$ cat src/rtl/qu_common.sv
// Shared types and constants for the core's memory-port arbitration.
package qu_common;

  localparam int QU_PC_WIDTH         = 16;
  localparam int QU_MEM_STARVE_LIMIT = 4;

  // Which requester issued an in-flight RAM read.
  typedef enum logic {
    MEM_OWNER_IF = 1'b0,
    MEM_OWNER_LS = 1'b1
  } mem_owner_t;

  // One in-flight read slot: whether it will return data and to whom.
  typedef struct packed {
    logic       valid;
    mem_owner_t owner;
  } mem_tag_t;

endpackage

$ cat src/rtl/mem_port_arb_if.sv
// Bundle of the fetch, load/store and RAM-side signals of the memory port arbiter.
//
// Handshake: a requester raises req with addr (and ls_we/ls_wdata) stable and
// holds all of them until it sees gnt high in the same cycle; gnt is a
// combinational, single-cycle acceptance with no queueing behind it. Each
// accepted read returns exactly one rvalid pulse RD_LATENCY cycles later, in
// issue order, with no backpressure. Stores return nothing. flush cancels
// fetch reads still in flight and blocks a fetch grant in the same cycle.
interface mem_port_arb_if #(
  parameter int ADDR_WIDTH = qu_common::QU_PC_WIDTH,
  parameter int DATA_WIDTH = 32
);

  logic                  if_req;
  logic [ADDR_WIDTH-1:0] if_addr;
  logic                  if_gnt;
  logic                  if_rvalid;
  logic [DATA_WIDTH-1:0] if_rdata;

  logic                  ls_req;
  logic                  ls_we;
  logic [ADDR_WIDTH-1:0] ls_addr;
  logic [DATA_WIDTH-1:0] ls_wdata;
  logic                  ls_gnt;
  logic                  ls_rvalid;
  logic [DATA_WIDTH-1:0] ls_rdata;

  logic                  flush;

  logic                  mem_en;
  logic                  mem_we;
  logic [ADDR_WIDTH-1:0] mem_addr;
  logic [DATA_WIDTH-1:0] mem_din;
  logic [DATA_WIDTH-1:0] mem_dout;

  // Arbiter side.
  modport slave (
    input  if_req, if_addr, ls_req, ls_we, ls_addr, ls_wdata, flush, mem_dout,
    output if_gnt, if_rvalid, if_rdata, ls_gnt, ls_rvalid, ls_rdata,
    output mem_en, mem_we, mem_addr, mem_din
  );

  // Core / RAM side.
  modport master (
    output if_req, if_addr, ls_req, ls_we, ls_addr, ls_wdata, flush, mem_dout,
    input  if_gnt, if_rvalid, if_rdata, ls_gnt, ls_rvalid, ls_rdata,
    input  mem_en, mem_we, mem_addr, mem_din
  );

endinterface

$ cat src/rtl/mem_tag_pipe.sv
// Owner-tag delay line that follows each RAM read through the read latency,
// with per-owner kill so a fetch flush can cancel fetch reads in flight.
module mem_tag_pipe
  import qu_common::*;
#(
  parameter int DEPTH = 1
) (
  input  logic     clk,
  input  logic     rst,
  input  mem_tag_t tag_in,
  input  logic     kill_if,
  input  logic     kill_ls,
  output mem_tag_t tag_out
);

  mem_tag_t stage_q [DEPTH];

  // A killed tag keeps its owner but no longer produces a response.
  function automatic mem_tag_t apply_kill(mem_tag_t t, logic k_if, logic k_ls);
    mem_tag_t r;
    r = t;
    if ((t.owner == MEM_OWNER_IF && k_if) || (t.owner == MEM_OWNER_LS && k_ls)) begin
      r.valid = 1'b0;
    end
    return r;
  endfunction

  // Shift tags one stage per cycle; killed stages lose valid as they advance.
  always_ff @(posedge clk or negedge rst) begin
    if (!rst) begin
      for (int i = 0; i < DEPTH; i++) begin
        stage_q[i] <= '0;
      end
    end else begin
      stage_q[0] <= tag_in;
      for (int i = 1; i < DEPTH; i++) begin
        stage_q[i] <= apply_kill(stage_q[i-1], kill_if, kill_ls);
      end
    end
  end

  assign tag_out = stage_q[DEPTH-1];

endmodule

$ cat src/rtl/mem_port_arb.sv
// Single-port RAM arbiter between instruction fetch and load/store.
// Load/store normally wins; a starvation counter forces a fetch grant after
// STARVE_LIMIT consecutive denied fetch cycles. Read responses are routed
// back to their issuer by an owner-tag pipeline matching the RAM latency.
module mem_port_arb
  import qu_common::*;
#(
  parameter int ADDR_WIDTH   = QU_PC_WIDTH,
  parameter int DATA_WIDTH   = 32,
  parameter int RD_LATENCY   = 1,
  parameter int STARVE_LIMIT = QU_MEM_STARVE_LIMIT
) (
  input logic           clk,
  input logic           rst,
  mem_port_arb_if.slave bus
);

  localparam int              CNT_W = 4;
  localparam logic [CNT_W-1:0] LIMIT = CNT_W'(STARVE_LIMIT);

  logic                  if_gnt;
  logic                  ls_gnt;
  logic                  mem_en;
  logic                  mem_we;
  logic [ADDR_WIDTH-1:0] mem_addr;
  logic [DATA_WIDTH-1:0] mem_din;
  logic [CNT_W-1:0]      starve_cnt_q;
  logic [CNT_W-1:0]      starve_cnt_d;
  logic                  force_if_q;
  logic                  force_if_d;
  mem_tag_t              tag_in;
  mem_tag_t              tag_out;
  logic                  if_rvalid;
  logic                  ls_rvalid;

  // Pick at most one requester this cycle; nothing is granted while in reset.
  always_comb begin
    if_gnt = 1'b0;
    ls_gnt = 1'b0;
    if (rst) begin
      if (force_if_q) begin
        if_gnt = bus.if_req & ~bus.flush;
        ls_gnt = bus.ls_req & ~if_gnt;
      end else begin
        ls_gnt = bus.ls_req;
        if_gnt = bus.if_req & ~bus.ls_req & ~bus.flush;
      end
    end
  end

  // Steer the granted requester onto the RAM port; idle port drives zeros.
  always_comb begin
    mem_en   = if_gnt | ls_gnt;
    mem_we   = ls_gnt & bus.ls_we;
    mem_addr = '0;
    mem_din  = '0;
    if (ls_gnt) begin
      mem_addr = bus.ls_addr;
      mem_din  = bus.ls_wdata;
    end else if (if_gnt) begin
      mem_addr = bus.if_addr;
    end
  end

  // Count consecutive denied fetch cycles; a flush cycle neither counts nor clears.
  always_comb begin
    starve_cnt_d = starve_cnt_q;
    if (bus.if_req && !if_gnt && !bus.flush) begin
      starve_cnt_d = (starve_cnt_q >= LIMIT) ? LIMIT : starve_cnt_q + 1'b1;
    end else if (if_gnt || !bus.if_req) begin
      starve_cnt_d = '0;
    end
    force_if_d = (starve_cnt_d == LIMIT) && !if_gnt;
  end

  // Starvation state registers.
  always_ff @(posedge clk or negedge rst) begin
    if (!rst) begin
      starve_cnt_q <= '0;
      force_if_q   <= 1'b0;
    end else begin
      starve_cnt_q <= starve_cnt_d;
      force_if_q   <= force_if_d;
    end
  end

  // Only reads enter the tag pipe as valid; stores ride along as bubbles.
  always_comb begin
    tag_in.valid = mem_en & ~mem_we;
    tag_in.owner = ls_gnt ? MEM_OWNER_LS : MEM_OWNER_IF;
  end

  mem_tag_pipe #(
    .DEPTH (RD_LATENCY)
  ) u_tag_pipe (
    .clk     (clk),
    .rst     (rst),
    .tag_in  (tag_in),
    .kill_if (bus.flush),
    .kill_ls (1'b0),
    .tag_out (tag_out)
  );

  // Route RAM read data to the owner of the oldest in-flight read.
  always_comb begin
    if_rvalid = tag_out.valid && (tag_out.owner == MEM_OWNER_IF);
    ls_rvalid = tag_out.valid && (tag_out.owner == MEM_OWNER_LS);
  end

  assign bus.if_gnt    = if_gnt;
  assign bus.ls_gnt    = ls_gnt;
  assign bus.mem_en    = mem_en;
  assign bus.mem_we    = mem_we;
  assign bus.mem_addr  = mem_addr;
  assign bus.mem_din   = mem_din;
  assign bus.if_rvalid = if_rvalid;
  assign bus.ls_rvalid = ls_rvalid;
  assign bus.if_rdata  = if_rvalid ? bus.mem_dout : '0;
  assign bus.ls_rdata  = ls_rvalid ? bus.mem_dout : '0;

endmodule

$ cat src/flat_wrapper.sv
// flat-port wrapper written by rule: the top's interface ports become plain ports
module mem_port_arb_flat import qu_common::*;
#(
  parameter int ADDR_WIDTH   = QU_PC_WIDTH,
  parameter int DATA_WIDTH   = 32,
  parameter int RD_LATENCY   = 1,
  parameter int STARVE_LIMIT = QU_MEM_STARVE_LIMIT
)
  (clk, rst, bus_if_req, bus_if_addr, bus_ls_req, bus_ls_we, bus_ls_addr, bus_ls_wdata, bus_flush, bus_mem_dout, bus_if_gnt, bus_if_rvalid, bus_if_rdata, bus_ls_gnt, bus_ls_rvalid, bus_ls_rdata, bus_mem_en, bus_mem_we, bus_mem_addr, bus_mem_din);
  mem_port_arb_if #(.ADDR_WIDTH(ADDR_WIDTH), .DATA_WIDTH(DATA_WIDTH)) bus_i ();
  input logic clk;
  input logic rst;
  input wire logic [$bits(bus_i.if_req)-1:0] bus_if_req;
  input wire logic [$bits(bus_i.if_addr)-1:0] bus_if_addr;
  input wire logic [$bits(bus_i.ls_req)-1:0] bus_ls_req;
  input wire logic [$bits(bus_i.ls_we)-1:0] bus_ls_we;
  input wire logic [$bits(bus_i.ls_addr)-1:0] bus_ls_addr;
  input wire logic [$bits(bus_i.ls_wdata)-1:0] bus_ls_wdata;
  input wire logic [$bits(bus_i.flush)-1:0] bus_flush;
  input wire logic [$bits(bus_i.mem_dout)-1:0] bus_mem_dout;
  output wire logic [$bits(bus_i.if_gnt)-1:0] bus_if_gnt;
  output wire logic [$bits(bus_i.if_rvalid)-1:0] bus_if_rvalid;
  output wire logic [$bits(bus_i.if_rdata)-1:0] bus_if_rdata;
  output wire logic [$bits(bus_i.ls_gnt)-1:0] bus_ls_gnt;
  output wire logic [$bits(bus_i.ls_rvalid)-1:0] bus_ls_rvalid;
  output wire logic [$bits(bus_i.ls_rdata)-1:0] bus_ls_rdata;
  output wire logic [$bits(bus_i.mem_en)-1:0] bus_mem_en;
  output wire logic [$bits(bus_i.mem_we)-1:0] bus_mem_we;
  output wire logic [$bits(bus_i.mem_addr)-1:0] bus_mem_addr;
  output wire logic [$bits(bus_i.mem_din)-1:0] bus_mem_din;
  assign bus_i.if_req = bus_if_req;
  assign bus_i.if_addr = bus_if_addr;
  assign bus_i.ls_req = bus_ls_req;
  assign bus_i.ls_we = bus_ls_we;
  assign bus_i.ls_addr = bus_ls_addr;
  assign bus_i.ls_wdata = bus_ls_wdata;
  assign bus_i.flush = bus_flush;
  assign bus_i.mem_dout = bus_mem_dout;
  assign bus_if_gnt = bus_i.if_gnt;
  assign bus_if_rvalid = bus_i.if_rvalid;
  assign bus_if_rdata = bus_i.if_rdata;
  assign bus_ls_gnt = bus_i.ls_gnt;
  assign bus_ls_rvalid = bus_i.ls_rvalid;
  assign bus_ls_rdata = bus_i.ls_rdata;
  assign bus_mem_en = bus_i.mem_en;
  assign bus_mem_we = bus_i.mem_we;
  assign bus_mem_addr = bus_i.mem_addr;
  assign bus_mem_din = bus_i.mem_din;
  mem_port_arb #(.ADDR_WIDTH(ADDR_WIDTH), .DATA_WIDTH(DATA_WIDTH), .RD_LATENCY(RD_LATENCY), .STARVE_LIMIT(STARVE_LIMIT)) u_core (.clk(clk), .rst(rst), .bus(bus_i));
endmodule
$ cat config.mk
export PLATFORM = sky130hd
export DESIGN_NAME = mem_port_arb_flat
export DESIGN_NICKNAME = d
export VERILOG_FILES = /design/src/rtl/qu_common.sv /design/src/rtl/mem_port_arb_if.sv /design/src/rtl/mem_tag_pipe.sv /design/src/rtl/mem_port_arb.sv /design/src/flat_wrapper.sv
export SDC_FILE = /design/constraint.sdc
export NUM_CORES = 1
export LEC_CHECK = 0
export ABC_AREA = 1
export CORE_AREA = 3 3 85 87
export DETAILED_ROUTE_END_ITERATION = 10
export DIE_AREA = 0 0 88 90
export MAX_ROUTING_LAYER = met4
export PLACE_DENSITY = 0.74
export SLEW_MARGIN = 30
export SYNTH_ARGS = -nofsm -noshare
export SYNTH_HDL_FRONTEND = slang
export SYNTH_HIERARCHICAL = 1
export SYNTH_SLANG_ARGS = --single-unit
$ cat constraint.sdc
create_clock -name clk -period 3.2 [get_ports clk]
set_input_delay 0.96 -clock clk [delete_from_list [all_inputs] [get_ports clk]]
set_output_delay 0.96 -clock clk [all_outputs]
set_load 0.01 [all_outputs]
==> metrics.csv, run 1 <==
metric,value,unit
clock_latency,220,ps
pwr_density_cell,158.5,nW/um2
rrSetupSlack,1860,ps
ant_nets,0,
cts_made_buffers,3,
place_ws,-416.3,ps
core-area,6422,um2
arrival,2180,ps
crit_buf_inv,4,
avgSynthCellArea,4.537,um2
post-dp-hpwl,5830,um
hold_viol,0,
cp-end-kind,output pin,
grt_pass1_wl,10410,um
skew,1.053,ps
post-route-period-util,0.9820,
grt_max_degree,34,
die_w,88,um
drtIter0Drc,18,
p_leak,2.047,nW
ioPinCount,220,
grt_pass1_vias,2298,
drive_gt1_frac,0.06746,
path_delay_family,buffers and inverters,
dp.cells,565,
fin_util,0.5698,
synthToLayoutAreaGrowth,195.5,%
cts_sinks,7,
hold_path_class,flip-flop to flip-flop,
setup_slack,57.61,ps
grtUsageTotal,0.1673,
antenna_found_initial,0,
dr.pass1.iters,4,
slowest_stage,dlygate4sd2_1,
cts-root-buf,clkbuf_8,
antenna_cells,0,
finalNonFillerCells,581,
clk_path_buf_depth,2,
holdWs,528.0,ps
gp_congestion,0.7762,
final_cell_area,3660,um2
synth_area,1239,um2
rows,29,
crit_top_cell,dlygate4sd2_1,
max_clock_freq,318.2,MHz
path_max_fanout,8,
required,2240,ps
synth_nets,376,
relSlewSlack,0.7801,
routedWlPerCell,11.95,um
start_kind,input port,
max-cap-violations,0,
outcome,finished clean,
drc,0,
placement.io_buffers,219,
layout_min_cycle_time,3142,ps
cts_tree,done,
dpl_cell_area,3528,um2
start_util,0.1929,
die_h,90,um
hold_buffers,0,
peakVddDrop,0.09411,mV
syn_inst,273,
layout.nets,608,
timing.setup.critical_path_class,input port to output pin,
crit_chain,dlygate4sd2_1 -> nor2_4 -> nand2_2 -> nand2_4 -> buf_4 -> buf_6 -> nor2_1 -> dlygate4sd2_1,
htree_num_levels,1,
finalSetupViolCount,0,
gr-total-overflow,0,
floorplan.die_area,7920,um2
wirelength,6943,um
yosysWarnings,6,
slew_viol_final,0,
critical_path.max_stage_delay,270,ps
clk_pin_slew,40,ps
final.fill_count,621,
vias,2296,
tightest_slew,329.9,ps
avgViaCountPerCell,3.952,
-- cells in the final DEF, fill, tap and decap left out, drive strengths merged --
cell             n
buf             19
ha               1
inv             82
clkdlybuf4s15   16
nor2           107
clkdlybuf4s50  163
dfrtp            7
nand3            1
clkbuf           5
nor3             1
dlygate4sd2     37
o21ai            2
nand2           63
-- layout make-up --
type,count,area (um2),share of cell area
Tap cell,77,96.34,0.02632
Inverter,80,310.3,0.08479
Clock buffer,4,45.04,0.01231
Timing Repair Buffer,236,2311,0.6315
Sequential cell,7,175.2,0.04786
Timing Repair inverter,2,15.01,0.004103
Multi-Input combinational cell,175,706.9,0.1932
-- per-stage QoR --
step,power (mW),TNS (ps)
CTS,0.5870,0
finish,0.5802,0
global route,0.6254,-2.533
global placement,0.4621,-16290
floorplan,0.2087,0
detailed placement,0.4660,-17760
-- power by group --
part | internal [mW] | switching, mW
logic | 0.220 | 0.143
registers | 0.0924 | 0.00174
clock network | 0.0860 | 0.0364
total | 0.399 | 0.181
-- worst reg2reg max path: cells and delay by family, from the launching register on --
family                 cells  cell delay, ps
buffers and inverters      3             330
AND/OR/NAND/NOR            7             500
flip-flops                 1             390
-- registers in the layout (all words and copies together) (netlist names) --
signal and cells:
u_core/force_if_q 1, u_core/u_tag_pipe/tag_out 2, u_core/starve_cnt_q 4
-- final timing paths --
path                                         from                            to  cells past startpoint
max                                     bus_flush               bus_mem_din[28]                      8
min                        u_core/starve_cnt_q[2]        u_core/starve_cnt_q[2]                      2
max reg2reg                     u_core/force_if_q             u_core/force_if_q                     10
min reg2reg                u_core/starve_cnt_q[2]        u_core/starve_cnt_q[2]                      2
max in group asynchronous                     rst  u_core/u_tag_pipe/tag_out[1]                      2
min in group asynchronous                     rst             u_core/force_if_q                      2
-- per-layer routing --
metal  vias to the layer above  routed length [um]  track usage
met5                         -                   0            -
met4                         0                  48      0.03964
met3                         4                 627      0.02468
met2                       134                3849       0.3461
met1                       960                2416       0.1514
li1                       1198                   -            -
-- repair_timing --
item,CTS,global route
buffers inserted,8,1
pin swaps,5,3
endpoints found under the setup margin,52,23
gates resized for setup,86,5
gates cloned,3,0
(Power assumes the default switching activity.)
==> inputs of run 2 (changes only) <==
--- a/config.mk
+++ b/config.mk
@@ -9,6 +9,7 @@
 export CORE_AREA = 3 3 85 87
 export DETAILED_ROUTE_END_ITERATION = 10
 export DIE_AREA = 0 0 88 90
+export HOLD_SLACK_MARGIN = 0.12
 export MAX_ROUTING_LAYER = met4
 export PLACE_DENSITY = 0.74
 export SLEW_MARGIN = 30
==> results of run 2 <==
The final DEF is identical to that of run 1; final timing and power are the same.
==> inputs of run 3 (changes only) <==
--- a/config.mk
+++ b/config.mk
@@ -6,7 +6,9 @@
 export NUM_CORES = 1
 export LEC_CHECK = 0
 export ABC_AREA = 1
+export CAP_MARGIN = 20
 export CORE_AREA = 3 3 85 87
+export CTS_BUF_LIST = sky130_fd_sc_hd__clkbuf_4 sky130_fd_sc_hd__clkbuf_8
 export DETAILED_ROUTE_END_ITERATION = 10
 export DIE_AREA = 0 0 88 90
 export HOLD_SLACK_MARGIN = 0.12
==> run 3 against run 2 <==
Total power rose by 1.3%; highest routed layer unchanged; first-iteration DRC count unchanged; critical path type unchanged; via count hardly changed; final area up 0.10%; register-to-register slack about the same; non-clock buffer count did not move; critical path depth unchanged; worst setup slack improved by 2.7 ps; global-route usage did not move.
==> metrics.csv, run 3 (synthesized netlist as in run 1, its figures left out) <==
metric,value,unit
power_frac_seq,0.160,
hold_viol,0,
start_util,0.1929,
start_kind,input port,
pwr-share-clk,0.222,
critical_path.max_stage_delay,270,ps
cts_made_buffers,3,
htree_num_levels,1,
p_leak,2.050,nW
timing.setup.critical_path_class,input port to output pin,
routedWlPerCell,11.93,um
relSlewSlack,0.7801,
core-area,6422,um2
fin_setup_tns,0,ps
vias,2297,
p_sw,0.1809,mW
grt_max_degree,34,
floorplan.die_area,7920,um2
crit_cells,8,
die_h,90,um
holdWs,528.0,ps
outcome,finished clean,
avgViaCountPerCell,3.954,
wirelength,6933,um
arrival,2180,ps
path_delay_family,buffers and inverters,
post-dp-hpwl,5830,um
antenna_cells,0,
grtUsageTotal,0.1673,
peakVddDrop,0.09445,mV
tightest_slew,329.9,ps
post-route-period-util,0.9812,
most-common-layout-cells,"163 x clkdlybuf4s50_1, 106 x nor2_1, 77 x inv_1",
slew_viol_final,0,
die_w,88,um
hold_path_class,flip-flop to flip-flop,
crit_top_cell,dlygate4sd2_1,
top_register,u_core/starve_cnt_q,
crit_buf_inv,4,
max-cap-violations,0,
p_int,0.4071,mW
layout.nets,608,
antenna_found_initial,0,
pwr_density_cell,160.5,nW/um2
dpl_cell_area,3528,um2
largest_reg_flops,4,
slowest_stage,dlygate4sd2_1,
grt_pass1_wl,10410,um
grt_pass1_vias,2298,
skew,0.3624,ps
finalPower,0.5880,mW
layout_min_cycle_time,3140,ps
gr-total-overflow,0,
clk_pin_slew,40,ps
ioPinCount,220,
cts_tree,done,
clock_latency,220,ps
crit_end,bus_mem_din[28],
fin_util,0.5704,
cp-end-kind,output pin,
max_clock_freq,318.5,MHz
placement.io_buffers,219,
r2r-start,u_core/force_if_q,
path_max_fanout,8,
finalSetupViolCount,0,
required,2240,ps
clk_path_buf_depth,2,
cts_sinks,7,
p_comb_frac,0.618,
crit_chain,dlygate4sd2_1 -> nor2_4 -> nand2_2 -> nand2_4 -> buf_4 -> buf_6 -> nor2_1 -> dlygate4sd2_1,
mostFrequentLayoutCell,clkdlybuf4s50_1,
cts-root-buf,clkbuf_8,
r2r_end,u_core/force_if_q,
dr.pass1.iters,4,
rows,29,
synthToLayoutAreaGrowth,195.8,%
final_cell_area,3664,um2
crit_start,bus_flush,
drtIter0Drc,18,
rrSetupSlack,1870,ps
drive_gt1_frac,0.06944,
ant_nets,0,
gp_congestion,0.7762,
drc,0,
worstRegToRegCells,10,
switching_share,0.3077,
run 3: cell types whose count changed in the layout (fill, tap and decap cells not counted):
| cell | change |
|---|---|
| clkbuf_1 | -1 |
| clkbuf_4 | +1 |
run 3: per-layer routing:
metal,track usage,part of all wire,vias to the layer above
li1,-,-,1199
met1,0.1514,0.35,960
met2,0.3461,0.56,134
met3,0.02468,0.090,4
met4,0.03964,0.0069,0
met5,-,0,-
run 3: worst min-delay path by stage:
stage | from | to | slack, ps | depth (start not counted)
floorplan | u_core/starve_cnt_q[3] | u_core/starve_cnt_q[3] | 480 | 2
global placement | u_core/starve_cnt_q[3] | u_core/starve_cnt_q[3] | 500 | 2
detailed placement | u_core/starve_cnt_q[2] | u_core/starve_cnt_q[2] | 520 | 2
CTS | u_core/starve_cnt_q[2] | u_core/starve_cnt_q[2] | 530 | 2
global route | u_core/starve_cnt_q[2] | u_core/starve_cnt_q[2] | 540 | 2
finish | u_core/starve_cnt_q[2] | u_core/starve_cnt_q[2] | 530 | 2
run 3: cell type report:
type,instances,area (um2)
flip-flops and latches,7,175.2
well taps,77,96.34
multi-input cells,175,706.9
inverters,80,310.3
repair inverters,2,15.01
fillers,619,2759
clock buffers,4,48.80
repair buffers,236,2311
run 3: what timing repair did:
item / CTS / global route
hold buffers: 0 / 0
gates cloned: 3 / 0
hold endpoints to repair: 0 / 0
buffers inserted: 8 / 1
pin swaps: 5 / 3
resized for setup: 86 / 5
setup endpoints to repair: 52 / 23
run 3: per-stage QoR:
stage / setup slack, ps / cells
5_1_grt: -1.895 / 581
3_3_place_gp: -375.7 / 565
4_1_cts: 63.26 / 580
2_1_floorplan: 680.1 / 273
6_report: 60.27 / 581
3_5_place_dp: -416.3 / 565
run 3: power groups by stage:
stage	logic (mW)	registers (mW)	clock network, mW
4_1_cts	0.367	0.0941	0.134
3_5_place_dp	0.371	0.0953	0
2_1_floorplan	0.114	0.0950	0
3_3_place_gp	0.367	0.0952	0
6_report	0.364	0.0941	0.130
5_1_grt	0.396	0.0946	0.143
run 3: worst reg2reg max path, delay by kind of cell, from the launching register on:
family	cells	cell delay, ps
AND/OR/NAND/NOR	7	500
flip-flops	1	380
buffers and inverters	3	330
